<file path="src/rtl/key_note_scheduler.sv">
// key_note_scheduler: queues debounced keypad events and plays each as a timed tone followed by a silent gap.
module key_note_scheduler #(
  parameter int CLK_HZ   = 50_000_000,
  parameter int NOTE_LEN = 25_000_000,
  parameter int GAP_LEN  = 2_500_000,
  parameter int DEPTH    = 8
) (
  input  logic        clk,
  input  logic        rst_n,
  input  logic        start,
  input  logic [7:0]  key_code,
  output logic [17:0] tone_div,
  output logic        tone_en,
  output logic        busy,
  output logic [3:0]  fifo_count,
  output logic        overflow
);
  typedef enum logic [1:0] {IDLE, LOAD, PLAY, GAP} state_t;
  typedef logic [15:0][17:0] table_t;
  localparam int MAXL = NOTE_LEN > GAP_LEN ? NOTE_LEN : GAP_LEN;
  localparam int CW = $clog2(MAXL) < 1 ? 1 : $clog2(MAXL);
  localparam int AW = $clog2(DEPTH);
  // Note frequencies C4..D6 in millihertz so the half-period rounds exactly in integer math
  localparam longint F_MHZ [16] = '{261626, 293665, 329628, 349228, 391995, 440000, 493883, 523251,
                                     587330, 659255, 698456, 783991, 880000, 987767, 1046502, 1174659};
  function automatic table_t build_table();
    table_t t;
    for (int i = 0; i < 16; i++)
      t[i] = 18'((longint'(CLK_HZ) * 1000 + F_MHZ[i]) / (2 * F_MHZ[i]));
    return t;
  endfunction
  localparam table_t TONES = build_table();
  state_t          r_state, w_next;
  logic [7:0]      r_s1, r_s2, r_last;
  logic [3:0]      r_mem [DEPTH];
  logic [AW-1:0]   r_wp, r_rp;
  logic [3:0]      r_count, r_note;
  logic            r_ovf;
  logic [CW-1:0]   r_cnt, w_cnt_next;
  logic [17:0]     r_div;
  logic            w_valid, w_evt, w_full, w_push, w_pop;
  assign w_valid = r_s2[5:4] == 2'b01 || r_s2[5:4] == 2'b10;
  assign w_evt   = w_valid && r_s2 == r_s1 && r_s2 != r_last;
  assign w_full  = r_count == 4'(DEPTH);
  assign w_push  = w_evt && !w_full;
  assign w_pop   = start && r_state == IDLE && r_count != 0;
  always_ff @(posedge clk) begin
    if (!rst_n) begin
      r_s1 <= '0;
      r_s2 <= '0;
    end else begin
      r_s1 <= key_code;
      r_s2 <= r_s1;
    end
  end
  // Stopping acts like a soft reset of the queue but leaves the synchronizer running
  always_ff @(posedge clk) begin
    if (!rst_n || !start) begin
      r_last  <= '0;
      r_ovf   <= 1'b0;
      r_wp    <= '0;
      r_rp    <= '0;
      r_count <= '0;
    end else begin
      if (w_evt) r_last <= r_s2;
      if (w_push) begin
        r_mem[r_wp] <= r_s2[3:0];
        r_wp        <= r_wp + 1'b1;
      end
      if (w_pop) r_rp <= r_rp + 1'b1;
      if (w_evt && w_full) r_ovf <= 1'b1;
      r_count <= r_count + 4'(w_push) - 4'(w_pop);
    end
  end
  always_ff @(posedge clk) begin
    if (!rst_n) r_state <= IDLE;
    else        r_state <= w_next;
  end
  always_comb begin
    w_next = !start            ? IDLE :
             r_state == IDLE   ? (r_count != 0 ? LOAD : IDLE) :
             r_state == LOAD   ? PLAY :
             r_state == PLAY   ? (r_cnt == 0 ? GAP : PLAY) :
                                 (r_cnt == 0 ? IDLE : GAP);
    w_cnt_next = r_state == LOAD ? CW'(NOTE_LEN - 1) :
                 r_state == PLAY ? (r_cnt == 0 ? CW'(GAP_LEN - 1) : r_cnt - 1'b1) :
                 r_state == GAP  ? r_cnt - 1'b1 : r_cnt;
  end
  always_ff @(posedge clk) begin
    if (!rst_n) begin
      r_cnt  <= '0;
      r_div  <= '0;
      r_note <= '0;
    end else begin
      r_cnt <= w_cnt_next;
      if (w_pop) r_note <= r_mem[r_rp];
      if (start && r_state == LOAD) r_div <= TONES[r_note];
    end
  end
  always_comb begin
    tone_en = r_state == PLAY;
    busy    = r_state != IDLE;
  end
  assign tone_div   = r_div;
  assign fifo_count = r_count;
  assign overflow   = r_ovf;
endmodule

</file>
<file path="config.mk">
export PLATFORM = sky130hd
export DESIGN_NAME = key_note_scheduler
export DESIGN_NICKNAME = d
export VERILOG_FILES = /design/src/rtl/key_note_scheduler.sv
export SDC_FILE = /design/constraint.sdc
export NUM_CORES = 1
export LEC_CHECK = 0
export BUFFER_PORTS_ARGS = -buffer_cell sky130_fd_sc_hd__buf_4
export CORE_AREA = 10 10 103 105
export DETAILED_ROUTE_END_ITERATION = 10
export DIE_AREA = 0 0 113 115
export HOLD_SLACK_MARGIN = 0.1
export PLACE_DENSITY_LB_ADDON = 0.25
export SKIP_CTS_REPAIR_TIMING = 1
export SLEW_MARGIN = 10
export SYNTH_ARGS = -nofsm -noshare
export SYNTH_HDL_FRONTEND = slang
export SYNTH_SLANG_ARGS = --single-unit
export TNS_END_PERCENT = 5
</file>
<file path="constraint.sdc">
create_clock -name clk -period 6.84 [get_ports clk]
set_input_delay 1.368 -clock clk [delete_from_list [all_inputs] [get_ports clk]]
set_output_delay 1.368 -clock clk [all_outputs]
set_load 0.005 [all_outputs]
</file>
==> impl_metrics.toml, run 1 <==
[outcome]
status = "finished clean"

[worst_setup_path]
r2r_slack_ns = 3.23
cp-start-kind = "register"
r2r-end = "fifo_count[3]"
criticalPathCategory = "reg2out"
crit_path_end_kind = "output port"
reg2reg_depth = 10
crit_required_ns = 5.47
crit_arrival_ns = 2.51
critical_path.endpoint = "busy"
crit_fanout = 29
startpoint = "r_state[1]"
reg2reg_from = "r_state[1]"

[logic_synthesis]
synthesis.instances = 530
synthFlopType = "dfxtp_1"
synth_fp_nets = 562
ys_ff_latch = 115
ys_types = 60
syn_area_um2 = 5440
avgSynthCellArea_um2 = 10.3
synth_edf_count = 32
async_flop_share_pct = 0
yosys_warnings = 0
yosysSeqAreaShare_pct = 48.2

[clock_network]
clk_pin_slew_ns = 0.06
cts.sinks = 115
clockBufferDepth = 2
cts_htree_levels = 4
clk_latency_ns = 0.52
cts_tree = "done"
cts_root_buf = "clkbuf_8"
numCtsBuffers = 17

[placement]
dp_hpwl_um = 7650
routabilityCongestion = 0.850
numPortBuffers = 34

[sta]
finalSetupViolCount = 0
drv_slew = 0
relSlewSlack_pct = 33.0
fmax_mhz = 258
rsz0062_at_grt = "no"
fin_skew_ns = 0.00906
hold_viol = 0
worst_slew_pin_slew_ns = 1.00
layout_min_cycle_time_ns = 3.88
timing.hold.ws_ns = 0.471
final.period_utilization_pct = 56.7
fin_tns_setup_ns = 0

[die]
die_x_um = 113
die_area_um2 = 13000
io_pins = 36
rows = 34
core_area_um2 = 8550
die_y_um = 115
start_util_pct = 63.7

[layout]
fin_nets = 588
area_growth_syn_to_layout_pct = 15.9
diodes = 0
fin_util_pct = 73.8
drive_above_1_share_pct = 16.3

[pwr]
clkPwrFrac_pct = 29.9
p_switching_mw = 1.13
power_density_nw_per_um2 = 451
internal_power_mw = 1.72
switching_share_pct = 39.5
ir_worst_vdd_mv = 0.325
p_seq_share_pct = 32.7
comb_power_share_pct = 37.4
leakage_nw = 2.51

[flow_run]
cap_violations = 0

[grt]
overflow = 0
grt_usage_pct = 18.6
antenna_found_initial = 0
grt_pass1_vias = 4147
grt_start_max_net_pins = 52
grt_pass1_wl_um = 20000

[detailed_routing]
drtAntennaViolNets = 0
routed_wl_um = 11600
wire_per_inst_um = 17.1
first_pass_iters = 4
drt_iter0_markers = 262
via_per_inst = 6.06
remaining_drc_errors = 0
vias = 4104

[worst_hold_path]
hp-class = "reg2reg"
==> cells in the mapped netlist (all sizes together), types with 13 or more instances <==
cell type / count / area, um^2
dfxtp: 83 / 1660
nor2: 47 / 176
nand2: 34 / 130
edfxtp: 32 / 961
a21oi: 26 / 130
nor3: 24 / 150
clkbuf: 23 / 86.3
o21ai: 22 / 114
and2: 20 / 125
ha: 20 / 250
inv: 19 / 71.3
mux2i: 16 / 160
xor2: 14 / 123
a211oi: 13 / 103
nor4: 13 / 118
==> power by group through the flow <==
stage          Combinational [mW]  Clock (mW)  Sequential (mW)
6_report                     1.06       0.853            0.930
3_3_place_gp                 1.00           0            0.936
3_5_place_dp                 1.03           0            0.940
4_1_cts                      1.06       0.864            0.928
2_1_floorplan               0.881           0            0.860
5_1_grt                      1.21       0.896            0.949
==> through the flow <==
stage / cell area [um^2] / power [mW] / std cells / setup WS (ns)
4_1_cts: 6310 / 2.85 / 677 / 3.00
3_3_place_gp: 5730 / 1.94 / 645 / 3.35
2_1_floorplan: 5440 / 1.74 / 530 / 3.84
6_report: 6310 / 2.85 / 677 / 2.96
3_5_place_dp: 5730 / 1.97 / 645 / 3.22
5_1_grt: 6310 / 3.05 / 677 / 2.78
==> worst max-delay path: stages, from the launching register on <==
cell,delay (ns)
dfxtp_1,0.94
nor2_1,0.32
inv_1,0.52
buf_4,0.21
==> area by class of cell <==
type | instances | area [um^2]
Clock inverter | 15 | 164
Fill cell | 577 | 2240
Clock buffer | 17 | 414
Inverter | 19 | 71.3
Sequential cell | 115 | 2620
Tap cell | 108 | 135
Multi-Input combinational cell | 368 | 2640
Timing Repair Buffer | 35 | 263
==> kinds of logic after synthesis <==
group	after synthesis	share of synthesized area (%)
AO/OA/AOI/OAI	106	13.4
buffers and inverters	47	3.40
XOR/XNOR	22	3.54
AND/OR/NAND/NOR	194	20.2
multiplexers	24	6.25
adder cells (fa/ha/maj)	21	4.96
flip-flops	115	48.2
other	1	0.0689
==> state kept, by name (all words and copies together), names as in the netlist <==
register and count:
fifo_count 4, r_wp 3, tone_div 17, r_s1 8, r_state 2, r_mem 32
r_cnt 25, r_rp 3, r_last 8, r_note 4, r_s2 8, overflow 1
==> layout by cell type (no fill, tap or decap), types with 9 or more instances in the layout <==
| master | netlist | final |
|---|---|---|
| nor3_1 | 18 | 18 |
| xor2_1 | 14 | 14 |
| and2_1 | 19 | 19 |
| nor4_1 | 10 | 10 |
| buf_4 | 2 | 35 |
| dfxtp_1 | 83 | 83 |
| a211oi_1 | 12 | 11 |
| ha_1 | 20 | 20 |
| o21ai_0 | 20 | 20 |
| nand2_1 | 33 | 33 |
| mux2i_1 | 16 | 16 |
| clkbuf_16 | 0 | 16 |
| nor2_1 | 47 | 47 |
| a21oi_1 | 26 | 26 |
| edfxtp_1 | 32 | 32 |
| nor2b_1 | 12 | 12 |
| o211a_1 | 9 | 9 |
| inv_1 | 19 | 19 |
==> routing by layer <==
metal	vias up	global-route usage, %	wire length (um)
met1	1970	22.3	4910
met3	22	4.27	625
met5	-	0	0
met4	0	7.87	185
met2	120	31.4	5840
li1	1992	-	-
==> how the worst min path moves through the flow <==
stage	slack, ns	startpoint	depth (start not counted)	to
5_1_grt	0.49	r_s1[4]	1	r_s2[4]
2_1_floorplan	0.44	r_cnt[24]	1	r_cnt[24]
3_5_place_dp	0.46	r_s1[4]	1	r_s2[4]
6_report	0.47	tone_div[3]	2	tone_div[3]
4_1_cts	0.48	tone_div[8]	2	tone_div[8]
3_3_place_gp	0.46	r_s1[0]	1	r_s2[0]
(Power assumes the default switching activity.)
==> run 2: changes to the inputs <==
- CORE_AREA: 10 10 103 105 -> 10 10 107 109
- DIE_AREA: 0 0 113 115 -> 0 0 117 119
- clock period: 6.84 -> 4 ns (I/O delays scaled with it)
==> impl_metrics.toml, run 2 (same netlist as run 1, synthesis figures left out) <==
[die]
die_x_um = 117
rows = 36
core_area_um2 = 9460
start_util_pct = 57.6
io_pins = 36
die_y_um = 119
die_area_um2 = 13900

[clock_network]
numCtsBuffers = 17
cts_root_buf = "clkbuf_8"
clk_pin_slew_ns = 0.06
cts.sinks = 115
cts_htree_levels = 4
cts_tree = "done"
clockBufferDepth = 2
clk_latency_ns = 0.52

[outcome]
status = "finished clean"

[detailed_routing]
vias = 3967
wire_per_inst_um = 16.3
drt_iter0_markers = 244
met2_length_um = 5650
wl_met1_um = 4920
via_per_inst = 5.79
drtAntennaViolNets = 0
first_pass_iters = 5
remaining_drc_errors = 0
wl_met3_um = 401
routed_wl_um = 11100
topRoutingLayerUsed = "met4"

[layout]
diodes = 0
fin_area_um2 = 6330
fin_util_pct = 66.9
largest_register_ffs = 32
final_cell_mix = "dfxtp_1, nor2_1, buf_4"
layout_commonest_cell = "dfxtp_1"
drive_above_1_share_pct = 16.6
fin_nets = 590
area_growth_syn_to_layout_pct = 16.3
regMostFlops = "r_mem"

[sta]
fin_skew_ns = 0.0103
relSlewSlack_pct = 31.8
timing.hold.ws_ns = 0.465
hold_viol = 0
worst_slew_pin_slew_ns = 1.02
finalSetupViolCount = 0
layout_min_cycle_time_ns = 3.22
fin_tns_setup_ns = 0
drv_slew = 0
rsz0062_at_grt = "no"
final.period_utilization_pct = 80.6
fmax_mhz = 310

[pwr]
power_density_nw_per_um2 = 766
internal_power_mw = 3.00
p_switching_mw = 1.84
clkPwrFrac_pct = 29.7
p_seq_share_pct = 32.8
comb_power_share_pct = 37.4
leakage_nw = 2.52
ir_worst_vdd_mv = 0.670
switching_share_pct = 38.1

[placement]
numPortBuffers = 34
dp_hpwl_um = 7420
dpl-instance-area_um2 = 5760
routabilityCongestion = 0.804

[grt]
antenna_found_initial = 0
grt_start_max_net_pins = 52
grt_pass1_vias = 3903
grt_usage_pct = 16.7
grt_pass1_wl_um = 18700
overflow = 0

[worst_setup_path]
criticalPathCategory = "reg2reg"
r2r_slack_ns = 0.78
crit_path_end_kind = "register"
crit_arrival_ns = 3.59
reg2reg_depth = 10
cp-start-kind = "register"
crit_required_ns = 4.37
reg2reg_from = "r_state[1]"
r2r-end = "fifo_count[2]"
crit_fanout = 29

[flow_run]
cap_violations = 0

[worst_hold_path]
hold_path_depth = 2
hold_path_end = "tone_div[12]"
hp-class = "reg2reg"
worstHoldStart = "tone_div[12]"
[run 2: cell types whose count changed in the layout (fill, tap and decap cells not counted)]
cell	before	now
bufinv_16	1	2
inv_6	5	0
clkinv_4	3	6
clkinv_2	0	3
inv_8	5	1
clkinvlp_4	1	3
buf_4	35	37
[run 2: how the worst max path moves through the flow]
| stage | startpoint | endpoint |
|---|---|---|
| floorplan | r_state[1] | fifo_count[2] |
| finish | r_state[1] | fifo_count[2] |
| CTS | r_state[1] | fifo_count[2] |
| global placement | r_state[1] | fifo_count[2] |
| global route | r_state[1] | fifo_count[2] |
| detailed placement | r_state[1] | fifo_count[2] |
[run 2: per-layer routing]
metal  GRT usage [%]  up-vias
met4            6.65        0
met1            20.2     1886
met3            4.47       18
met5               0        -
li1                -     1991
met2            27.5       72
[run 2: final cells by class]
cell class,count,area (um^2)
clock buffers,17,414
well taps,114,143
repair buffers,37,278
flip-flops and latches,115,2620
fillers,737,3130
multi-input cells,368,2640
inverters,19,71.3
clock inverters,15,161
[run 2: per-stage QoR]
stage / setup WS (ns) / power (mW) / cells
3_3_place_gp: 0.969 / 3.36 / 653
2_1_floorplan: 1.34 / 2.98 / 530
4_1_cts: 0.811 / 4.87 / 685
5_1_grt: 0.540 / 5.18 / 685
6_report: 0.776 / 4.85 / 685
3_5_place_dp: 0.811 / 3.42 / 653
[run 2: worst max-delay path, cell delays in order (launching register included)]
cell and delay (ns):
dfxtp_1 0.61, nor2_1 0.56, inv_1 0.14, a211oi_2 0.59, ha_1 0.35, inv_1 0.05
ha_1 0.16, inv_1 0.06, fa_1 0.37, xor2_1 0.14, nor2_1 0.05
[run 2: power by group through the flow]
stage               registers (mW)  logic (mW)  clock network, mW
global route                  1.62        2.04               1.51
detailed placement            1.61        1.81                  0
CTS                           1.59        1.83               1.46
finish                        1.59        1.82               1.44
global placement              1.60        1.76                  0
floorplan                     1.47        1.51                  0
==> run 3: changes to the inputs <==
- clock period: 4 -> 3.2 ns (I/O delays scaled with it)
==> impl_metrics.toml, run 3 (same netlist as run 1, synthesis figures left out) <==
[worst_setup_path]
slowest_delay_ns = 0.57
r2r_slack_ns = 0.43
crit_required_ns = 3.61
r2r-end = "fifo_count[2]"
crit_fanout = 11
cp.buffers_inverters = 2
reg2reg_from = "r_s2[0]"
startpoint = "r_s2[0]"
cp-start-kind = "register"
criticalPathCategory = "reg2reg"
slowest_stage = "dfxtp_1"
path_cells = "xor2_1 -> nor4_1 -> a211oi_2 -> nand2_1 -> ha_1 -> inv_1 -> ha_1 -> inv_1 -> fa_1 -> xor2_1 -> nor2_1"
crit_family = "adder cells"
critical_path.endpoint = "fifo_count[2]"
reg2reg_depth = 11
crit_path_end_kind = "register"
worst-path-stages = 11
crit_arrival_ns = 3.18

[grt]
antenna_found_initial = 0
grt_pass1_wl_um = 19500
overflow = 0
grt_usage_pct = 17.5
grt_pass1_vias = 3985
grt_start_max_net_pins = 51

[sta]
fin_skew_ns = 0.00703
hold_viol = 0
fin_tns_setup_ns = 0
finalSetupViolCount = 0
rsz0062_at_grt = "no"
fin_ws_ns = 0.435
fmax_mhz = 362
relSlewSlack_pct = 37.9
worst_slew_pin_slew_ns = 0.930
final.period_utilization_pct = 86.4
drv_slew = 0
layout_min_cycle_time_ns = 2.77

[pwr]
p_switching_mw = 2.30
internal_power_mw = 3.79
comb_power_share_pct = 38.5
ir_worst_vdd_mv = 0.703
switching_share_pct = 37.8
leakage_nw = 2.55
p_seq_share_pct = 32.2
clkPwrFrac_pct = 29.3
power_density_nw_per_um2 = 952

[layout]
finalNonFillerCells = 695
fin_area_um2 = 6400
fin_nets = 600
layout_commonest_cell = "dfxtp_1"
area_growth_syn_to_layout_pct = 17.5
diodes = 0
regMostFlops = "r_mem"
fill_cells = 713
drive_above_1_share_pct = 17.6
final_cell_mix = "dfxtp_1, nor2_1, buf_4"
largest_register_ffs = 32

[die]
io_pins = 36
die_area_um2 = 13900
start_util_pct = 57.6
rows = 36
die_x_um = 117
die_y_um = 119
core_area_um2 = 9460

[clock_network]
clk_pin_slew_ns = 0.06
numCtsBuffers = 17
cts_htree_levels = 4
clk_latency_ns = 0.53
clockBufferDepth = 2
cts_root_buf = "clkbuf_8"
cts_tree = "done"
cts.sinks = 115

[placement]
dpl-instance-area_um2 = 5830
post-place-ws_ns = 0.483
numPortBuffers = 34
routabilityCongestion = 0.802
place_inst = 663
dp_hpwl_um = 7620

[detailed_routing]
routed_wl_um = 11300
via_per_inst = 5.87
wire_per_inst_um = 16.3
drt_iter0_markers = 219
first_pass_iters = 4
vias = 4080
remaining_drc_errors = 0
drtAntennaViolNets = 0

[flow_run]
cap_violations = 0

[worst_hold_path]
hp-class = "in2reg"

[outcome]
status = "finished clean"
-- run 3: cell types whose count changed in the layout (fill, tap and decap cells not counted), sizes merged --
cell,previous run,this run
buf,37,47
clkinv,9,3
clkbuf,17,20
clkinvlp,3,6
-- run 3: area by class of cell --
cell class	instances	area, um^2	area share [%]
Clock buffer	20	435	6.81
Timing Repair Buffer	47	353	5.52
Tap cell	114	143	2.23
Multi-Input combinational cell	368	2640	41.3
Clock inverter	12	131	2.05
Inverter	19	71.3	1.11
Sequential cell	115	2620	41.0
-- run 3: worst min path at each step --
stage                startpoint           to  slack, ns  cells after the start
floorplan             r_cnt[24]    r_cnt[24]       0.44                      1
global placement    tone_div[8]  tone_div[8]       0.46                      2
global route        key_code[0]      r_s1[0]       0.31                      2
finish              key_code[6]      r_s1[6]       0.32                      2
detailed placement  tone_div[8]  tone_div[8]       0.46                      2
CTS                 key_code[0]      r_s1[0]       0.30                      2
-- run 3: per-stage QoR --
step                      utilization (%)  hold WS (ns)  power (mW)
after CTS                            67.6         0.304        6.10
after detailed placement             61.6         0.463        4.30
final                                67.6         0.317        6.09
after global placement               61.6         0.458        4.21
after floorplan                         -         0.438        3.72
after global routing                 67.6         0.312        6.51
-- run 3: per-layer routing --
layer	global-route usage, %	routed length, um	vias up
li1	-	-	2013
met1	22.1	5080	1958
met2	27.4	5530	95
met3	4.92	540	14
met4	7.19	180	0
met5	0	0	-
-- run 3: power groups by stage --
stage,sequential (mW),combinational (mW),clock (mW)
final,1.96,2.34,1.79
after CTS,1.96,2.33,1.81
after detailed placement,1.99,2.32,0
after floorplan,1.84,1.88,0
after global placement,1.97,2.24,0
after global routing,2.00,2.61,1.89
